[src/rtl/ternary_pkg.sv]
// rtl/ternary_pkg.sv - shared trit codes and decoder state encoding
//
// Purpose: constants and types shared by trit_mac and trit_stream_decoder.
// Ports:   none (package).
package ternary_pkg;

  // Two-wire trit codes as {t1,t0}.
  localparam logic [1:0] TRIT_0   = 2'b00;
  localparam logic [1:0] TRIT_1   = 2'b01;
  localparam logic [1:0] TRIT_2   = 2'b10;
  localparam logic [1:0] TRIT_BAD = 2'b11;

  // COLLECT gathers trits; HOLD presents a finished or aborted word.
  typedef enum logic {
    COLLECT = 1'b0,
    HOLD    = 1'b1
  } state_t;

endpackage

[src/rtl/trit_mac.sv]
// rtl/trit_mac.sv - combinational acc*3+trit step
//
// Purpose: one base-3 multiply-accumulate step on a two-wire trit code.
// Ports:
//   acc  in  W  running accumulator
//   code in  2  trit code {t1,t0}
//   sum  out W  acc*3+trit, truncated to W bits
//   bad  out 1  code is the illegal TRIT_BAD pattern (sum meaningless then)
module trit_mac
  import ternary_pkg::*;
#(
  parameter int W = 8
) (
  input  logic [W-1:0] acc,
  input  logic [1:0]   code,
  output logic [W-1:0] sum,
  output logic         bad
);

  // Widened by two bits so acc*3+2 never wraps before truncation; with a
  // legal W the top bits are always zero for in-range accumulators.
  function automatic logic [W-1:0] mac3(input logic [W-1:0] a, input logic [1:0] c);
    logic [W+1:0] wide;
    wide = {2'b00, a} + {1'b0, a, 1'b0} + {{W{1'b0}}, c};
    return wide[W-1:0];
  endfunction

  assign sum = mac3(acc, code);
  assign bad = (code == TRIT_BAD);

endmodule

[src/rtl/trit_stream_decoder.sv]
// rtl/trit_stream_decoder.sv - serial trit word to binary decoder
//
// Purpose: collects TRITS trits (most significant first) into a binary word
//          and holds the result until the consumer takes it. An illegal trit
//          aborts the word and presents out_data=0 with out_err=1.
// Ports:
//   clk       in  1  rising-edge clock
//   reset     in  1  asynchronous active-high reset
//   in_valid  in  1  trit on in_t1/in_t0 offered
//   in_ready  out 1  trit accepted this cycle (high in COLLECT)
//   in_t1     in  1  trit code high wire
//   in_t0     in  1  trit code low wire
//   out_valid out 1  result presented (high in HOLD)
//   out_ready in  1  consumer takes the result
//   out_data  out W  decoded value
//   out_err   out 1  presented result is an aborted word
module trit_stream_decoder
  import ternary_pkg::*;
#(
  parameter int TRITS = 5,
  parameter int W     = 8
) (
  input  logic         clk,
  input  logic         reset,
  input  logic         in_valid,
  output logic         in_ready,
  input  logic         in_t1,
  input  logic         in_t0,
  output logic         out_valid,
  input  logic         out_ready,
  output logic [W-1:0] out_data,
  output logic         out_err
);

  localparam int             CW   = (TRITS > 1) ? $clog2(TRITS) : 1;
  localparam logic [CW-1:0]  LAST = CW'(TRITS - 1);

  state_t        state, state_n;
  logic [W-1:0]  acc;
  logic [W-1:0]  mac_sum;
  logic [CW-1:0] cnt;
  logic          bad;
  logic          accept;

  trit_mac #(.W(W)) u_mac (
    .acc  (acc),
    .code ({in_t1, in_t0}),
    .sum  (mac_sum),
    .bad  (bad)
  );

  always_ff @(posedge clk or posedge reset) begin
    if (reset) state <= COLLECT;
    else       state <= state_n;
  end

  always_comb begin
    state_n   = state;
    in_ready  = 1'b0;
    out_valid = 1'b0;
    accept    = 1'b0;
    case (state)
      COLLECT: begin
        in_ready = 1'b1;
        accept   = in_valid;
        if (accept && (bad || cnt == LAST)) state_n = HOLD;
      end
      HOLD: begin
        out_valid = 1'b1;
        // Handshake cycle leaves in_ready low, so no trit slips in here.
        if (out_ready) state_n = COLLECT;
      end
      default: state_n = COLLECT;
    endcase
  end

  always_ff @(posedge clk or posedge reset) begin
    if (reset) begin
      acc      <= '0;
      cnt      <= '0;
      out_data <= '0;
      out_err  <= 1'b0;
    end else if (accept) begin
      if (bad) begin
        acc      <= '0;
        cnt      <= '0;
        out_data <= '0;
        out_err  <= 1'b1;
      end else if (cnt == LAST) begin
        acc      <= '0;
        cnt      <= '0;
        out_data <= mac_sum;
        out_err  <= 1'b0;
      end else begin
        acc <= mac_sum;
        cnt <= cnt + 1'b1;
      end
    end
  end

endmodule

[config.mk]
export PLATFORM = sky130hd
export DESIGN_NAME = trit_stream_decoder
export DESIGN_NICKNAME = d
export VERILOG_FILES = /design/src/rtl/ternary_pkg.sv /design/src/rtl/trit_mac.sv /design/src/rtl/trit_stream_decoder.sv
export SDC_FILE = /design/constraint.sdc
export NUM_CORES = 1
export LEC_CHECK = 0
export CAP_MARGIN = 20
export CELL_PAD_IN_SITES_DETAIL_PLACEMENT = 0
export CELL_PAD_IN_SITES_GLOBAL_PLACEMENT = 2
export CORE_MARGIN = 2
export CORE_UTILIZATION = 25
export CTS_BUF_LIST = sky130_fd_sc_hd__clkbuf_4
export DETAILED_ROUTE_END_ITERATION = 12
export GPL_TIMING_DRIVEN = 0
export PLACE_DENSITY = 0.62
export SYNTH_ARGS = -nofsm -noshare
export SYNTH_HDL_FRONTEND = slang
export SYNTH_SLANG_ARGS = --single-unit
[constraint.sdc]
create_clock -name clk -period 6.35 [get_ports clk]
set_input_delay 1.27 -clock clk [delete_from_list [all_inputs] [get_ports clk]]
set_output_delay 1.27 -clock clk [all_outputs]
set_load 0.03 [all_outputs]
==> results.toml, run 1 <==
[placement]
place.gp.congestion = 0.694
placed_area_um2 = 1420
dp_slack_ns = 2.45
place_hpwl_um = 1850
port_buffers = 16

[setup_path]
path_class = "in2reg"
critical_path.max_fanout = 3
slowest_delay_ns = 0.55
crit_arrival_ns = 3.73
path_cells = "clkdlybuf4s50_1 -> fa_1 -> ha_1 -> inv_1 -> fa_1 -> nor2b_4 -> o31a_1 -> o22ai_2 -> xnor2_1 -> a22o_1"
critPathLaunchType = "input pin"
ff2ff_setup_slack_ns = 3.86
crit_path_end_kind = "flip-flop"
slowest_stage = "fa_1"
cp_data_required_time_ns = 6.56
r2r-end = "acc[7]"
reg2reg_depth = 9
r2r-start = "acc[0]"
crit_top_cell = "fa_1"

[synth]
synthCells = 110
synth_xor_area_share_pct = 5.14
synth_top_family_by_area = "compound AO/OA/AOI/OAI gates"
synth_simple_gate_area_share_pct = 10.2
ys_ff_latch = 21
postSynthAreaPerCell_um2 = 10.9
ys_top_cells_by_area = "dfrtp_1 (44%), ha_1 (15%), a22o_1 (7.3%)"
syn_area_um2 = 1190
yosysTopAreaCellShare_pct = 44.0
synthFlopType = "dfrtp_1"
synth_area_leader_cell = "dfrtp_1"
synthesis.nets = 132
synth.area.mux_share_pct = 0
ys_types = 29
synth-edff-count = 0
yosys_warnings = 0
synthAdderAreaFrac_pct = 18.0
synthArstFlopShare_pct = 100
ys_seq_area_share_pct = 44.0
synth_compound_area_share_pct = 18.8

[sta]
slew_violations = 0
period_share_pct = 55.4
max_freq_ghz = 0.284
rsz0062_at_grt = "false"
finalCriticalPeriod_ns = 3.52
hold_viol = 0
worst_pin_slew_ns = 0.842
final.setup.tns_ns = 0
setup_viol = 0
finClkSkew_ns = 0.00441
slew-limit-headroom_pct = 43.8
timing.final.ws_setup_ns = 2.83

[clocking]
clock-root-buffer = "clkbuf_4"
tritoncts = "done"
insertion_delay_ns = 0.30
cts_setup_buffers = 0
cts_sinks = 21
clock_path_buffers = 2
clk_pin_slew_ns = 0.12
cts_buffers = 3
ctsHtreeMaxLevel = 1
cts_hold_buf = 0
cts-resized-gates = 0

[grt]
grt_max_degree = 22
grtUsageTotal_pct = 10.0
first_global_vias = 835
antenna_found_initial = 0
grt_pass1_wl_um = 4070
overflow = 0

[worst_hold_path]
hold_depth = 2
hold_path_end = "out_data[2]"
hold_path.class = "reg2reg"
hp-start = "out_data[2]"

[die]
die_area_um2 = 5340
io_pins = 17
rows = 25
start_util_pct = 25.6
core_area_um2 = 4660
die_w_um = 73.1
die_h_um = 73.1

[power]
power.density_nw_per_um2 = 493
total_power_uw = 714
power_leakage_uw = 0.000685
peakVddDrop_mv = 0.196

[final_layout]
final_core_util_pct = 31.1
drive_gt1_share_pct = 8.46
final_common_cell = "dfrtp_1"
multi_input_area_um2 = 622
fill_cells = 476
stdcell_area_um2 = 1450
antenna_cells = 0
seqCellArea_um2 = 526
area_growth_syn_to_layout_pct = 21.4
final_cell_mix = "dfrtp_1 (21), clkdlybuf4s50_1 (16), nand2_1 (14), ha_1 (14)"
fin_nets = 153

[routing]
num_vias = 843
dr.pass1.iters = 4
drt_wl_total_um = 2340
drt_iter0_drc = 34
drc = 0
wire_per_inst_um = 12.7
viasPerCell = 4.58
postRouteAntennaNets = 0

[job]
maxCapViolCount = 0

[run_status]
status = "complete, no violations"
-- where the power goes --
part	switching (µW)	total, µW	leakage [µW]	internal [µW]
combinational	227	421	0.000397	194
sequential	40.6	229	0.000270	188
clock	41.1	64.6	0.0000177	23.5
-- worst max-delay path by stage --
stage          startpoint      to  cells after the start
2_1_floorplan       in_t1  acc[7]                      9
3_3_place_gp        in_t1  acc[7]                     10
3_5_place_dp        in_t1  acc[7]                     10
4_1_cts             in_t1  acc[7]                     10
5_1_grt             in_t1  acc[7]                     10
6_report            in_t1  acc[7]                     10
-- worst max-delay path: cells and delay by family --
family	cells	cell delay (ns)
adder cells (fa/ha/maj)	3	1.18
AND/OR/NAND/NOR	1	0.14
XOR/XNOR	1	0.15
buffers and inverters	2	0.53
AO/OA/AOI/OAI	3	0.45
-- sequential cells by signal, indices dropped and copies added (netlist names) --
| signal | count |
|---|---|
| out_err | 1 |
| out_data | 8 |
| acc | 8 |
| cnt | 3 |
| state | 1 |
-- per-layer routing --
layer	wire length [µm]	track usage, %	vias to the layer above
met5	0	0	-
met4	9	2.47	0
met3	84	2.90	2
met2	1060	14.9	17
met1	1180	14.2	398
li1	-	-	426
-- metrics by stage --
stage	hold WS (ns)	std cells
6_report	0.496	184
3_3_place_gp	0.470	180
5_1_grt	0.530	184
2_1_floorplan	0.482	110
3_5_place_dp	0.474	180
4_1_cts	0.501	184
-- cell families (layout without fill, tap and decap cells) --
group | count (synthesis) | count (layout)
flip-flops | 21 | 21
AND/OR/NAND/NOR | 24 | 24
AO/OA/AOI/OAI | 32 | 32
adder cells (fa/ha/maj) | 16 | 16
XOR/XNOR | 7 | 7
buffers and inverters | 10 | 30
-- layout make-up --
cell class / instances / share of cell area [%]
multi-input cells: 79 / 42.9
flip-flops and latches: 21 / 36.3
well taps: 54 / 4.66
repair buffers: 16 / 11.1
clock buffers: 3 / 1.55
plain buffers: 3 / 1.38
clock inverters: 1 / 0.345
inverters: 7 / 1.81
-- synth_stat cells (2+ instances only) --
cell and n:
ha_1 14, a21oi_1 4, o21ai_0 10, nand2_1 14, xnor2_1 6, dfrtp_1 21
a22o_1 10, and2_1 2, fa_1 2, inv_1 7, o31ai_1 2
(Power assumes the default switching activity.)
==> run 2, diff against run 1 <==
--- a/config.mk
+++ b/config.mk
@@ -13,7 +13,7 @@
 export CTS_BUF_LIST = sky130_fd_sc_hd__clkbuf_4
 export DETAILED_ROUTE_END_ITERATION = 12
 export GPL_TIMING_DRIVEN = 0
-export PLACE_DENSITY = 0.62
+export PLACE_DENSITY = 0.65
 export SYNTH_ARGS = -nofsm -noshare
 export SYNTH_HDL_FRONTEND = slang
 export SYNTH_SLANG_ARGS = --single-unit
==> constraint.sdc (replaced) <==
create_clock -name clk -period 3 [get_ports clk]
set_input_delay 0.6 -clock clk [delete_from_list [all_inputs] [get_ports clk]]
set_output_delay 0.6 -clock clk [all_outputs]
set_load 0.03 [all_outputs]
==> run 2 against run 1 <==
Compared with the run above: largest power group unchanged; final cell count stayed put; clock power up 130%; power is 110% higher; critical path depth did not move; flip-flop and latch count stayed put; die area unchanged.
==> results.toml, run 2 (synthesis results as in run 1) <==
[run_status]
status = "complete, no violations"

[grt]
grt_pass1_wl_um = 4090
overflow = 0
antenna_found_initial = 0
first_global_vias = 851
grt_max_degree = 22
grtUsageTotal_pct = 10.0

[clocking]
clock-root-buffer = "clkbuf_4"
cts_buffers = 3
cts_sinks = 21
cts_hold_buf = 0
ctsHtreeMaxLevel = 1
insertion_delay_ns = 0.30
clk_pin_slew_ns = 0.12
tritoncts = "done"
clock_path_buffers = 2

[sta]
period_share_pct = 94.3
timing.hold.ws_ns = 0.490
slew_violations = 0
setup_viol = 0
worst_pin_slew_ns = 0.812
finClkSkew_ns = 0.000661
finalCriticalPeriod_ns = 2.83
rsz0062_at_grt = "false"
hold_viol = 0
max_freq_ghz = 0.354
slew-limit-headroom_pct = 45.8

[die]
start_util_pct = 25.6
die_w_um = 73.1
core_area_um2 = 4660
rows = 25
die_h_um = 73.1
die_area_um2 = 5340
io_pins = 17

[setup_path]
critPathLaunchType = "input pin"
critical_path.max_fanout = 3
r2r-start = "acc[0]"
ff2ff_setup_slack_ns = 0.55
crit_path_end_kind = "flip-flop"
cp-endpoint = "acc[7]"
path_class = "in2reg"
startpoint = "in_t1"
r2r-end = "acc[7]"
cp_data_required_time_ns = 3.20
reg2reg_depth = 9
crit_arrival_ns = 3.03

[worst_hold_path]
hold_path.class = "reg2reg"
hp-start = "out_data[3]"
hold_depth = 2

[power]
seqPwrFrac_pct = 31.5
power.density_nw_per_um2 = 1060
total_power_uw = 1530
switching_power_uw = 657
clkPwrFrac_pct = 9.5
p_sw_share_pct = 42.8
peakVddDrop_mv = 0.195
comb_power_share_pct = 59.0
power_leakage_uw = 0.000685
intPower_uw = 878

[routing]
wire_per_inst_um = 12.8
postRouteAntennaNets = 0
num_vias = 833
drt_iter0_drc = 60
drt_wl_total_um = 2350
viasPerCell = 4.53
dr.pass1.iters = 4
drc = 0

[final_layout]
final_cell_mix = "dfrtp_1 (21), clkdlybuf4s50_1 (16), nand2_1 (14), ha_1 (14)"
multi_input_area_um2 = 624
fill_cells = 467
final_common_cell = "dfrtp_1"
fin_nets = 153
reg_top3 = "acc x8, out_data x8, cnt x3"
antenna_cells = 0
area_growth_syn_to_layout_pct = 21.8
drive_gt1_share_pct = 9.23
seqCellArea_um2 = 526

[job]
maxCapViolCount = 0

[placement]
place.gp.congestion = 0.688
place_hpwl_um = 1890
port_buffers = 16
[run 2: power by group through the flow]
stage	registers [µW]	logic [µW]	clock network (µW)
floorplan	580	550	0
global placement	486	898	0
detailed placement	489	918	0
CTS	485	914	152
global route	504	1020	166
finish	483	906	146
[run 2: per-stage QoR]
stage               setup slack [ns]  utilization [%]  cells  TNS, ns  cell area, µm²
detailed placement            -0.256             30.5    180   -0.638            1420
floorplan                      0.440                -    110        0            1190
global route                  0.0599             31.2    184        0            1450
finish                         0.172             31.2    184        0            1450
global placement              -0.208             30.5    180   -0.509            1420
CTS                           0.0781             31.1    184        0            1450
[run 2: worst min path at each step]
stage	end	slack (ns)
CTS	out_data[1]	0.50
global placement	out_data[2]	0.46
floorplan	acc[2]	0.48
global route	out_err	0.52
detailed placement	out_data[1]	0.47
finish	out_data[3]	0.49
[run 2: area by class of cell]
class | instances | share of cell area, %
sequential | 21 | 36.1
timing repair buffer | 16 | 11.0
buffer | 3 | 1.38
multi-input combinational | 79 | 42.9
tap | 54 | 4.65
clock buffer | 4 | 2.07
inverter | 7 | 1.81
[run 2: timing repair]
| action | CTS | global route |
|---|---|---|
| buffers inserted | 0 | 0 |
| setup endpoints to repair | 0 | 1 |
| endpoints found under the hold margin | 0 | 0 |
| gates resized for setup | 0 | 1 |
[run 2: routing by layer]
layer	part of all wire [%]	global-route usage [%]	routed length (µm)
met1	52	14.6	1210
met2	46	14.7	1080
met3	0.81	1.24	19
met4	1.5	4.32	35
met5	0	0	0
[run 2: worst max-delay path, stage by stage]
cell             delay (ns)
clkdlybuf4s50_1        0.47
fa_1                   0.57
ha_1                   0.20
inv_1                  0.07
fa_2                   0.37
nor2b_4                0.12
o31a_1                 0.16
o22ai_2                0.10
xnor2_1                0.15
a22o_1                 0.21
==> run 3, diff against run 2 <==
--- a/config.mk
+++ b/config.mk
@@ -13,7 +13,8 @@
 export CTS_BUF_LIST = sky130_fd_sc_hd__clkbuf_4
 export DETAILED_ROUTE_END_ITERATION = 12
 export GPL_TIMING_DRIVEN = 0
-export PLACE_DENSITY = 0.65
+export PLACE_DENSITY = 0.66
 export SYNTH_ARGS = -nofsm -noshare
 export SYNTH_HDL_FRONTEND = slang
+export SYNTH_HIERARCHICAL = 1
 export SYNTH_SLANG_ARGS = --single-unit
==> run 3 against run 2 <==
Compared with the run above: clock power rose by 3%; synthesized cell count increased by 33%; first-iteration DRC count is 33% higher; critical path type unchanged; critical endpoint is now out_data[7]; largest cell class unchanged.
==> results.toml, run 3 <==
[clocking]
tritoncts = "done"
clock-root-buffer = "clkbuf_4"
clk_pin_slew_ns = 0.12
ctsHtreeMaxLevel = 1
cts_hold_buf = 0
insertion_delay_ns = 0.30
cts-resized-gates = 0
cts_setup_buffers = 0
cts_buffers = 3
cts_sinks = 21
clock_path_buffers = 2

[job]
maxCapViolCount = 0

[synth]
synthArstFlopShare_pct = 100
synth_simple_gate_area_share_pct = 13.4
ys_types = 33
synthFlopType = "dfrtp_1"
synth_compound_area_share_pct = 21.1
ys_seq_area_share_pct = 38.8
synth-edff-count = 0
synth_xor_area_share_pct = 3.88
yosysTopAreaCellShare_pct = 38.8
ys_top_cells_by_area = "dfrtp_1 (39%), ha_1 (13%), nand2_1 (7.2%)"
synth.area.mux_share_pct = 0
synth.cells.most_frequent = "nand2_1 (26), dfrtp_1 (21), o21ai_0 (18)"
synth_area_leader_cell = "dfrtp_1"
yosys_warnings = 6
yosysMostFrequentCell = "nand2_1"
postSynthAreaPerCell_um2 = 9.28
syn_area_um2 = 1360
synthesis.nets = 168
synthAdderAreaFrac_pct = 15.9
ys_ff_latch = 21
synthCells = 146
synth_top_family_by_area = "compound AO/OA/AOI/OAI gates"

[setup_path]
slowest_stage = "clkdlybuf4s50_1"
crit_arrival_ns = 3.02
critical_path.max_fanout = 2
path_cells = "clkdlybuf4s50_1 -> inv_1 -> fa_1 -> inv_1 -> ha_1 -> inv_1 -> fa_2 -> nor2b_4 -> o31a_1 -> o22ai_2 -> xnor2_2 -> a31oi_1 -> o21ai_1"
crit_path_end_kind = "flip-flop"
critPathLaunchType = "input pin"
path_class = "in2reg"
slowest_delay_ns = 0.47
path_buf_inv = 4
cp_data_required_time_ns = 3.19
crit_top_cell = "inv_1"
startpoint = "in_t1"
crit_family = "adder cells"
r2r-start = "acc[0]"

[routing]
num_vias = 1057
wire_per_inst_um = 12.8
drt_wl_total_um = 3030
dr.pass1.iters = 4
drt_iter0_drc = 80
postRouteAntennaNets = 0
drc = 0
viasPerCell = 4.48

[sta]
setup_viol = 0
timing.hold.ws_ns = 0.525
slew_violations = 0
slew-limit-headroom_pct = 42.3
rsz0062_at_grt = "false"
finalCriticalPeriod_ns = 2.83
worst_pin_slew_ns = 0.864
period_share_pct = 94.4
timing.final.ws_setup_ns = 0.169
hold_viol = 0
max_freq_ghz = 0.353
finClkSkew_ns = 0.00383

[placement]
port_buffers = 16
dp.cells = 232
place_hpwl_um = 2220
place.gp.congestion = 0.677
dp_slack_ns = -0.328
placed_area_um2 = 1600

[final_layout]
drive_gt1_share_pct = 10.8
final_common_cell = "nand2_1"
instances_no_fill = 236
fill_cells = 532
fin_nets = 189
final_cell_mix = "nand2_1 (26), dfrtp_1 (21), o21ai_0 (17), clkdlybuf4s50_1 (16)"
reg_top3 = "acc x8, out_data x8, cnt x3"
area_growth_syn_to_layout_pct = 21.2
stdcell_area_um2 = 1640
antenna_cells = 0

[power]
peakVddDrop_mv = 0.426
total_power_uw = 1780
power_leakage_uw = 0.000754
power.density_nw_per_um2 = 1090

[grt]
overflow = 0
grtUsageTotal_pct = 10.7
grt_max_degree = 22
grt_pass1_wl_um = 5110
antenna_found_initial = 0
first_global_vias = 1049

[die]
start_util_pct = 26.2
io_pins = 17
core_area_um2 = 5170
rows = 26
die_area_um2 = 6020
die_w_um = 77.6
die_h_um = 77.6

[worst_hold_path]
hold_path.class = "reg2reg"
hp-start = "out_data[4]"

[run_status]
status = "complete, no violations"
[run 3: kinds of logic after synthesis]
group | count (synthesis)
xor+xnor | 6
fa+ha+maj | 16
flops | 21
buf+inv | 21
simple gates | 39
compound gates | 43
[run 3: routing by layer]
layer | GRT usage (%) | share of wire (%) | vias up
li1 | - | - | 539
met1 | 13.2 | 47 | 498
met2 | 19.1 | 49 | 20
met3 | 3.14 | 4.0 | 0
met4 | 0.536 | 0 | 0
met5 | 0 | 0 | -
[run 3: tightest hold or removal path: cells and delay by family (launching register included)]
kind / cells / cell delay (ns)
simple gates: 1 / 0.05
flops: 1 / 0.39
compound gates: 1 / 0.06
[run 3: worst paths after layout]
| path | endpoint | slack, ns | cells past startpoint |
|---|---|---|---|
| worst max-delay path | out_data[7] | 0.17 | 13 |
| worst min-delay path | out_data[4] | 0.53 | 2 |
| worst max register to register | out_data[7] | 0.49 | 12 |
| worst min register to register | out_data[4] | 0.53 | 2 |
| max in group asynchronous | out_data[2] | 1.70 | 2 |
| min in group asynchronous | state | 0.77 | 2 |
[run 3: layout make-up]
type | instances | area, µm² | area share, %
plain buffers | 7 | 42.5 | 2.59
clock buffers | 4 | 30.0 | 1.83
inverters | 14 | 52.6 | 3.20
multi-input cells | 104 | 744 | 45.3
flip-flops and latches | 21 | 526 | 32.0
well taps | 70 | 87.6 | 5.33
repair buffers | 16 | 160 | 9.75
[run 3: metrics by stage]
stage | util (%) | TNS (ns)
2_1_floorplan | - | 0
3_3_place_gp | 31.0 | -0.752
3_5_place_dp | 31.0 | -0.943
4_1_cts | 31.6 | 0
5_1_grt | 31.8 | 0
6_report | 31.8 | 0
[run 3: power by group]
part           leakage, µW  switching, µW  internal, µW
Clock            0.0000184           89.0          60.9
Sequential        0.000254           98.2           409
Combinational     0.000481            633           495
Total             0.000754            820           965
